<file path="src/rtl/mmio_uart_hub_pkg.sv">
// Shared constants for mmio_uart_hub: register map, STATUS bit
// positions and serialiser state encoding.
package mmio_uart_hub_pkg;

   localparam logic [31:0] UART_ADDR_DEF    = 32'hF6FF_F000;
   localparam logic [31:0] STATUS_ADDR_DEF  = 32'hF6FF_F004;
   localparam logic [31:0] COUNTER_ADDR_DEF = 32'hF6FF_F008;

   localparam int unsigned STAT_EMPTY = 0;
   localparam int unsigned STAT_FULL  = 1;
   localparam int unsigned STAT_BUSY  = 2;
   localparam int unsigned STAT_OVF   = 3;

   typedef enum logic [1:0] {
      S_IDLE,
      S_START,
      S_DATA,
      S_STOP
   } tx_state_e;

endpackage

</file>
<file path="src/rtl/mmio_uart_hub_if.sv">
// Memory-access bus seen by the hub: one-cycle load/store strobes,
// combinational claim (hit) and registered load data.
interface mmio_uart_hub_if;
   logic [31:0] addr;
   logic [31:0] wdata;
   logic        we;
   logic        re;
   logic        hit;
   logic [31:0] rdata;

   modport master (
      output addr, wdata, we, re,
      input  hit, rdata
   );

   modport slave (
      input  addr, wdata, we, re,
      output hit, rdata
   );
endinterface

</file>
<file path="src/rtl/mmio_uart_hub_sync_fifo.sv">
// Synchronous FIFO with naturally wrapping pointers and a separate
// occupancy count; head entry is visible combinationally on rdata.
module sync_fifo #(
   parameter int unsigned WIDTH = 8,
   parameter int unsigned DEPTH = 16
) (
   input  logic                       clk,
   input  logic                       rst,
   input  logic                       push,
   input  logic                       pop,
   input  logic [WIDTH-1:0]           wdata,
   output logic [WIDTH-1:0]           rdata,
   output logic                       full,
   output logic                       empty,
   output logic [$clog2(DEPTH+1)-1:0] count
);
   localparam int unsigned PW = $clog2(DEPTH);
   localparam int unsigned CW = $clog2(DEPTH+1);

   logic [WIDTH-1:0] mem_q [DEPTH];
   logic [PW-1:0]    wptr_q, wptr_d;
   logic [PW-1:0]    rptr_q, rptr_d;
   logic [CW-1:0]    cnt_q, cnt_d;
   logic             do_push, do_pop;

   assign full    = cnt_q == CW'(DEPTH);
   assign empty   = cnt_q == '0;
   assign count   = cnt_q;
   assign rdata   = mem_q[rptr_q];
   assign do_pop  = pop & ~empty;
   // A full FIFO still takes a push when the head leaves this cycle
   assign do_push = push & (~full | do_pop);

   always_comb begin
      wptr_d = wptr_q;
      rptr_d = rptr_q;
      cnt_d  = cnt_q;
      if (do_push) wptr_d = wptr_q + 1'b1;
      if (do_pop)  rptr_d = rptr_q + 1'b1;
      case ({do_push, do_pop})
         2'b10:   cnt_d = cnt_q + 1'b1;
         2'b01:   cnt_d = cnt_q - 1'b1;
         default: cnt_d = cnt_q;
      endcase
   end

   always_ff @(posedge clk) begin
      if (rst) begin
         wptr_q <= '0;
         rptr_q <= '0;
         cnt_q  <= '0;
      end else begin
         wptr_q <= wptr_d;
         rptr_q <= rptr_d;
         cnt_q  <= cnt_d;
      end
   end

   always_ff @(posedge clk) begin
      if (do_push) mem_q[wptr_q] <= wdata;
   end
endmodule

</file>
<file path="src/rtl/mmio_uart_hub.sv">
// MMIO hub: TX FIFO + 8N1 serialiser, STATUS with sticky overflow,
// and a loadable cycle counter built only with MMIO_HUB_COUNTER_EN.
module mmio_uart_hub
   import mmio_uart_hub_pkg::*;
#(
   parameter int unsigned FIFO_DEPTH   = 16,
   parameter int unsigned CLKS_PER_BIT = 868,
   parameter logic [31:0] UART_ADDR    = UART_ADDR_DEF,
   parameter logic [31:0] STATUS_ADDR  = STATUS_ADDR_DEF,
   parameter logic [31:0] COUNTER_ADDR = COUNTER_ADDR_DEF
) (
   input  logic            clk,
   input  logic            rst,
   mmio_uart_hub_if.slave  bus,
   output logic            uart_tx
);
   localparam int unsigned CW = $clog2(FIFO_DEPTH+1);
   localparam int unsigned BW = $clog2(CLKS_PER_BIT);

   logic          sel_uart, sel_stat, sel_cnt;
   logic          wr_uart, pop, full, empty, busy;
   logic [7:0]    head;
   logic [CW-1:0] fifo_cnt;
   logic [31:0]   status, cnt_val;

   tx_state_e     state_q, state_d;
   logic [BW-1:0] baud_q, baud_d;
   logic [2:0]    bit_q, bit_d;
   logic [7:0]    shift_q, shift_d;
   logic          tx_q, tx_d;
   logic          ovf_q, ovf_d;
   logic [31:0]   rdata_q, rdata_d;
   logic          baud_end;

   assign sel_uart = bus.addr == UART_ADDR;
   assign sel_stat = bus.addr == STATUS_ADDR;

`ifdef MMIO_HUB_COUNTER_EN
   logic [31:0] cnt_q, cnt_d;

   assign sel_cnt = bus.addr == COUNTER_ADDR;
   assign cnt_val = cnt_q;

   always_comb begin
      cnt_d = cnt_q + 32'd1;
      if (bus.we && sel_cnt) cnt_d = bus.wdata;
   end

   always_ff @(posedge clk) begin
      if (rst) cnt_q <= '0;
      else     cnt_q <= cnt_d;
   end
`else
   logic cnt_unused;

   assign sel_cnt    = 1'b0;
   assign cnt_val    = '0;
   assign cnt_unused = ^{bus.wdata[31:8], COUNTER_ADDR};
`endif

   assign bus.hit = sel_uart | sel_stat | sel_cnt;
   assign bus.rdata = rdata_q;
   assign uart_tx = tx_q;
   assign wr_uart = bus.we & sel_uart;
   assign busy = state_q != S_IDLE;

   sync_fifo #(
      .WIDTH (8),
      .DEPTH (FIFO_DEPTH)
   ) u_fifo (
      .clk   (clk),
      .rst   (rst),
      .push  (wr_uart),
      .pop   (pop),
      .wdata (bus.wdata[7:0]),
      .rdata (head),
      .full  (full),
      .empty (empty),
      .count (fifo_cnt)
   );

   always_comb begin
      status             = '0;
      status[15:8]       = 8'(fifo_cnt);
      status[STAT_OVF]   = ovf_q;
      status[STAT_BUSY]  = busy;
      status[STAT_FULL]  = full;
      status[STAT_EMPTY] = empty;
   end

   always_comb begin
      ovf_d = ovf_q;
      if (bus.we && sel_stat && bus.wdata[STAT_OVF]) ovf_d = 1'b0;
      if (wr_uart && full && !pop) ovf_d = 1'b1;
   end

   always_comb begin
      rdata_d = rdata_q;
      if (bus.re && bus.hit) begin
         unique case (1'b1)
            sel_stat: rdata_d = status;
            sel_cnt:  rdata_d = cnt_val;
            default:  rdata_d = '0;
         endcase
      end
   end

   assign baud_end = baud_q == BW'(CLKS_PER_BIT-1);

   always_comb begin
      state_d = state_q;
      baud_d  = baud_q + 1'b1;
      bit_d   = bit_q;
      shift_d = shift_q;
      pop     = 1'b0;
      unique case (state_q)
         S_IDLE: begin
            baud_d = '0;
            if (!empty) begin
               pop     = 1'b1;
               shift_d = head;
               bit_d   = '0;
               state_d = S_START;
            end
         end
         S_START: begin
            if (baud_end) begin
               baud_d  = '0;
               state_d = S_DATA;
            end
         end
         S_DATA: begin
            if (baud_end) begin
               baud_d  = '0;
               shift_d = shift_q >> 1;
               bit_d   = bit_q + 1'b1;
               if (bit_q == 3'd7) state_d = S_STOP;
            end
         end
         S_STOP: begin
            if (baud_end) begin
               baud_d  = '0;
               state_d = S_IDLE;
            end
         end
         default: state_d = S_IDLE;
      endcase
      // Line level follows the next state so it is registered alongside it
      unique case (state_d)
         S_START: tx_d = 1'b0;
         S_DATA:  tx_d = shift_d[0];
         default: tx_d = 1'b1;
      endcase
   end

   always_ff @(posedge clk) begin
      if (rst) begin
         state_q <= S_IDLE;
         baud_q  <= '0;
         bit_q   <= '0;
         shift_q <= '0;
         tx_q    <= 1'b1;
         ovf_q   <= 1'b0;
         rdata_q <= '0;
      end else begin
         state_q <= state_d;
         baud_q  <= baud_d;
         bit_q   <= bit_d;
         shift_q <= shift_d;
         tx_q    <= tx_d;
         ovf_q   <= ovf_d;
         rdata_q <= rdata_d;
      end
   end
endmodule

</file>
<file path="src/flat_wrapper.sv">
// flat-port wrapper written by rule: the top's interface ports become plain ports
module mmio_uart_hub_flat import mmio_uart_hub_pkg::*;
#(
   parameter int unsigned FIFO_DEPTH   = 16,
   parameter int unsigned CLKS_PER_BIT = 868,
   parameter logic [31:0] UART_ADDR    = UART_ADDR_DEF,
   parameter logic [31:0] STATUS_ADDR  = STATUS_ADDR_DEF,
   parameter logic [31:0] COUNTER_ADDR = COUNTER_ADDR_DEF
)
  (clk, rst, uart_tx, bus_addr, bus_wdata, bus_we, bus_re, bus_hit, bus_rdata);
  mmio_uart_hub_if bus_i ();
  input  logic clk;
  input  logic rst;
  output logic uart_tx;
  input wire logic [$bits(bus_i.addr)-1:0] bus_addr;
  input wire logic [$bits(bus_i.wdata)-1:0] bus_wdata;
  input wire logic [$bits(bus_i.we)-1:0] bus_we;
  input wire logic [$bits(bus_i.re)-1:0] bus_re;
  output wire logic [$bits(bus_i.hit)-1:0] bus_hit;
  output wire logic [$bits(bus_i.rdata)-1:0] bus_rdata;
  assign bus_i.addr = bus_addr;
  assign bus_i.wdata = bus_wdata;
  assign bus_i.we = bus_we;
  assign bus_i.re = bus_re;
  assign bus_hit = bus_i.hit;
  assign bus_rdata = bus_i.rdata;
  mmio_uart_hub #(.FIFO_DEPTH(FIFO_DEPTH), .CLKS_PER_BIT(CLKS_PER_BIT), .UART_ADDR(UART_ADDR), .STATUS_ADDR(STATUS_ADDR), .COUNTER_ADDR(COUNTER_ADDR)) u_core (.clk(clk), .rst(rst), .bus(bus_i), .uart_tx(uart_tx));
endmodule
</file>
<file path="config.mk">
export PLATFORM = sky130hd
export DESIGN_NAME = mmio_uart_hub_flat
export DESIGN_NICKNAME = d
export VERILOG_FILES = /design/src/rtl/mmio_uart_hub_pkg.sv /design/src/rtl/mmio_uart_hub_if.sv /design/src/rtl/mmio_uart_hub_sync_fifo.sv /design/src/rtl/mmio_uart_hub.sv /design/src/flat_wrapper.sv
export SDC_FILE = /design/constraint.sdc
export NUM_CORES = 1
export LEC_CHECK = 0
export CAP_MARGIN = 20
export CORE_MARGIN = 10
export CORE_UTILIZATION = 31
export CTS_CLUSTER_DIAMETER = 80
export DETAILED_ROUTE_END_ITERATION = 8
export GPL_ROUTABILITY_DRIVEN = 0
export PLACE_DENSITY = 0.54
export SLEW_MARGIN = 30
export SYNTH_ARGS = -nofsm -noshare
export SYNTH_HDL_FRONTEND = slang
export SYNTH_SLANG_ARGS = --single-unit
</file>
<file path="constraint.sdc">
create_clock -name clk -period 4.9 [get_ports clk]
set_clock_uncertainty 0.2 [all_clocks]
set_input_delay 0.98 -clock clk [delete_from_list [all_inputs] [get_ports clk]]
set_output_delay 0.98 -clock clk [all_outputs]
set_load 0.02 [all_outputs]
</file>
==> impl_metrics.ini <==
[critical_path]
cp-end-kind = output pin
endpoint = bus_hit
cp_max_fo = 6
rr_worst_depth = 6
r2r_end = u_core.shift_q[5]$_SDFFE_PP0P_
cp_num_cells = 5
critPathArrivalTime_ns = 3.28
r2r_slack_ns = 2.01
crit_top_cell = clkdlybuf4s50_1
crit_path_start_kind = primary input
critPathTopFamily = simple AND/OR/NAND/NOR gates
cp-startpoint = bus_addr[8]
max_stage_delay_ns = 0.66
crit_buf_inv = 2
cp_data_required_time_ns = 3.72
cp_slowest_cell = clkdlybuf4s50_1
crit_chain = clkdlybuf4s50_1 -> or4b_4 -> nor4_4 -> and2_0 -> clkdlybuf4s50_1
crit_type = in2out

[synthesis]
synth_simple_gate_area_share_pct = 10.4
syn_inst = 517
synth_edf_count = 128
synthAdderAreaFrac_pct = 1.66
synth.mux.area_fraction_pct = 11.4
async_flop_share_pct = 0
synth-seq-cells = 179
synth_ff_type = edfxtp_1
ys_warn_count = 0
yosysSeqAreaShare_pct = 64.6
synth_xor_area_share_pct = 2.21
synth_top_family_by_area = multiplexers
synth-compound-area-share_pct = 5.02
synth.distinct_cells = 54
avgSynthCellArea_sq_um = 14.6
syn_area_sq_mm = 0.00753

[layout]
syn2layout_area_growth_pct = 18.7
diodes = 0
drive_above_1_share_pct = 16.1
instances_no_fill = 914
fill_cells = 2237
fin_nets = 660
multi_input_area_sq_mm = 0.00239
register_area_sq_mm = 0.00487

[clock_tree]
cts_setup_buffers = 0
cts_htree_levels = 4
cts_resized = 0
clockBufferDepth = 2
cts.hold.buffers_added = 0
cts_tree = done
clk_latency_ns = 0.43
numCtsBuffers = 17
cts.sinks = 179
clock-root-buffer = clkbuf_16
clkTransAtPathRegs_ns = 0.07

[die]
fp.dieW_um = 176
ios = 102
initial_core_util_pct = 31.8
chipHeight_um = 176
core_area_sq_mm = 0.0237
rows = 56
dieArea_sq_mm = 0.0309

[route]
routed_wl_um = 15700
drt_iter0_drc = 212
via_per_inst = 4.75
drt_pre_antenna_iters = 4
final_antenna_net_count = 0
drt-wirelength-per-cell_um = 17.2
drc = 0
vias = 4345

[global_routing]
grt_max_degree = 30
antenna_found_initial = 0
grtUsageTotal_pct = 10.3
grt_pass1_wl_um = 24900
gr-total-overflow = 0
grt_pass1_vias = 4554

[timing]
finalHoldViolations = 0
setup-tns-final_ns = 0
relSlewSlack_pct = 45.3
max_clock_freq_ghz = 0.224
min_period_ns = 4.46
setup_viol = 0
period_share_pct = 91.1
rsz0062_at_grt = false
worst_slew_pin_slew_ns = 0.820
drv_slew = 0

[place]
dp_hpwl_um = 10800
port_buffers = 54
placed_cells = 882

[hold_path]
hold_class = reg2reg

[pwr]
leakagePower_nw = 2.89
pwr_density_cell_mw_per_mm2 = 426
vdd_drop_max_mv = 0.276

[job]
drv_cap = 0

[outcome]
outcome = complete, no violations
-- cells in the final DEF (no fill, tap or decap), types with 2 or more instances in the layout --
cell type,n
a211oi_1,14
a21oi_1,12
a221oi_1,6
a31oi_1,3
and3_1,5
buf_4,23
clkbuf_16,17
clkdlybuf4s50_1,54
clkinv_1,3
conb_1,23
dfxtp_1,49
dfxtp_2,2
edfxtp_1,128
ha_1,10
inv_1,6
inv_6,6
inv_8,4
mux2i_1,11
mux4_2,32
nand2_1,26
nand2b_1,6
nand3_1,16
nand4_1,8
nor2_1,56
nor2b_1,8
nor3_1,7
nor4_1,4
o21ai_0,4
o21ai_2,2
o31ai_1,3
or4_1,3
xnor2_1,10
xor2_1,9
-- stage by stage --
| stage | hold WS [ns] | cell area [sq um] | setup WS (ns) | util, % | power [W] |
|---|---|---|---|---|---|
| floorplan | 0.230 | 7620 | 1.29 | - | 0.00239 |
| global placement | 0.243 | 8400 | 0.440 | 35.5 | 0.00256 |
| detailed placement | 0.250 | 8400 | 0.438 | 35.5 | 0.00258 |
| CTS | 0.260 | 8940 | 0.431 | 37.8 | 0.00385 |
| global route | 0.284 | 8940 | 0.287 | 37.8 | 0.00399 |
| finish | 0.256 | 8940 | 0.436 | 37.8 | 0.00380 |
-- report_power, final --
group	switching, W	internal (W)
Clock	0.000602	0.000667
Sequential	0.000136	0.00168
Combinational	0.000349	0.000369
Total	0.00109	0.00272
-- tightest hold or removal path, stage by stage (launching register included) --
cell     delay, ns
dfxtp_1       0.31
nand2_1       0.05
a21oi_1       0.05
-- sequential cells by signal (all words and copies together) (netlist names), named ones only --
register	count
u_core.u_fifo.mem_q	128
u_core.baud_q	10
u_core.bus.rdata	9
u_core.shift_q	8
u_core.u_fifo.count	5
u_core.u_fifo.rptr_q	4
u_core.u_fifo.wptr_q	4
u_core.bit_q	3
u_core.state_q	2
u_core.ovf_q	1
u_core.uart_tx	1
-- cells in the mapped netlist (4+ instances only) --
master | number | area share, %
a221oi_1 | 6 | 0.70
nand2b_1 | 6 | 0.50
ha_1 | 10 | 1.7
mux2i_1 | 11 | 1.5
nor4_1 | 4 | 0.33
buf_2 | 9 | 0.60
xnor2_1 | 10 | 1.2
mux4_2 | 32 | 9.6
nor2b_1 | 8 | 0.66
nor3_1 | 7 | 0.46
nand3_1 | 16 | 1.1
clkbuf_1 | 16 | 0.80
nand4_1 | 8 | 0.66
a211oi_1 | 14 | 1.4
o21ai_0 | 4 | 0.27
dfxtp_1 | 51 | 14
edfxtp_1 | 128 | 51
nand2_1 | 26 | 1.3
inv_1 | 6 | 0.30
a21oi_1 | 12 | 0.80
nor2_1 | 56 | 2.8
xor2_1 | 9 | 1.0
and3_1 | 5 | 0.42
buf_4 | 25 | 2.5
-- worst min path at each step --
stage,startpoint,end,slack (ns),cells after the start
2_1_floorplan,u_core.baud_q[0]$_SDFF_PP0_,u_core.baud_q[0]$_SDFF_PP0_,0.23,1
3_3_place_gp,u_core.baud_q[0]$_SDFF_PP0_,u_core.baud_q[0]$_SDFF_PP0_,0.24,1
3_5_place_dp,u_core.bus.rdata[9]$_SDFFE_PP0P_,u_core.bus.rdata[9]$_SDFFE_PP0P_,0.25,2
4_1_cts,u_core.bus.rdata[9]$_SDFFE_PP0P_,u_core.bus.rdata[9]$_SDFFE_PP0P_,0.26,2
5_1_grt,u_core.bus.rdata[1]$_SDFFE_PP0P_,u_core.bus.rdata[1]$_SDFFE_PP0P_,0.28,2
6_report,u_core.bus.rdata[9]$_SDFFE_PP0P_,u_core.bus.rdata[9]$_SDFFE_PP0P_,0.26,2
-- cells by family after synthesis --
logic type,after synthesis
mux,44
fa+ha+maj,10
simple gates,152
flops,179
compound gates,53
buf+inv,59
xor+xnor,19
other cells,1
-- metal layers --
metal	vias up	part of all wire (%)	track usage [%]
li1	2045	-	-
met1	2177	45	12.6
met2	112	48	17.3
met3	11	5.8	3.45
met4	0	0.69	2.54
met5	-	0	0
-- layout make-up --
cell class                 instances  share of cell area, %
sequential                       179                   54.4
multi-input combinational        301                   26.8
timing repair buffer              77                   7.98
clock buffer                      18                   4.80
tap                              319                   4.46
clock inverter                    14                   1.30
inverter                           6                  0.252
Note: power is estimated with default switching activity, not from simulation.
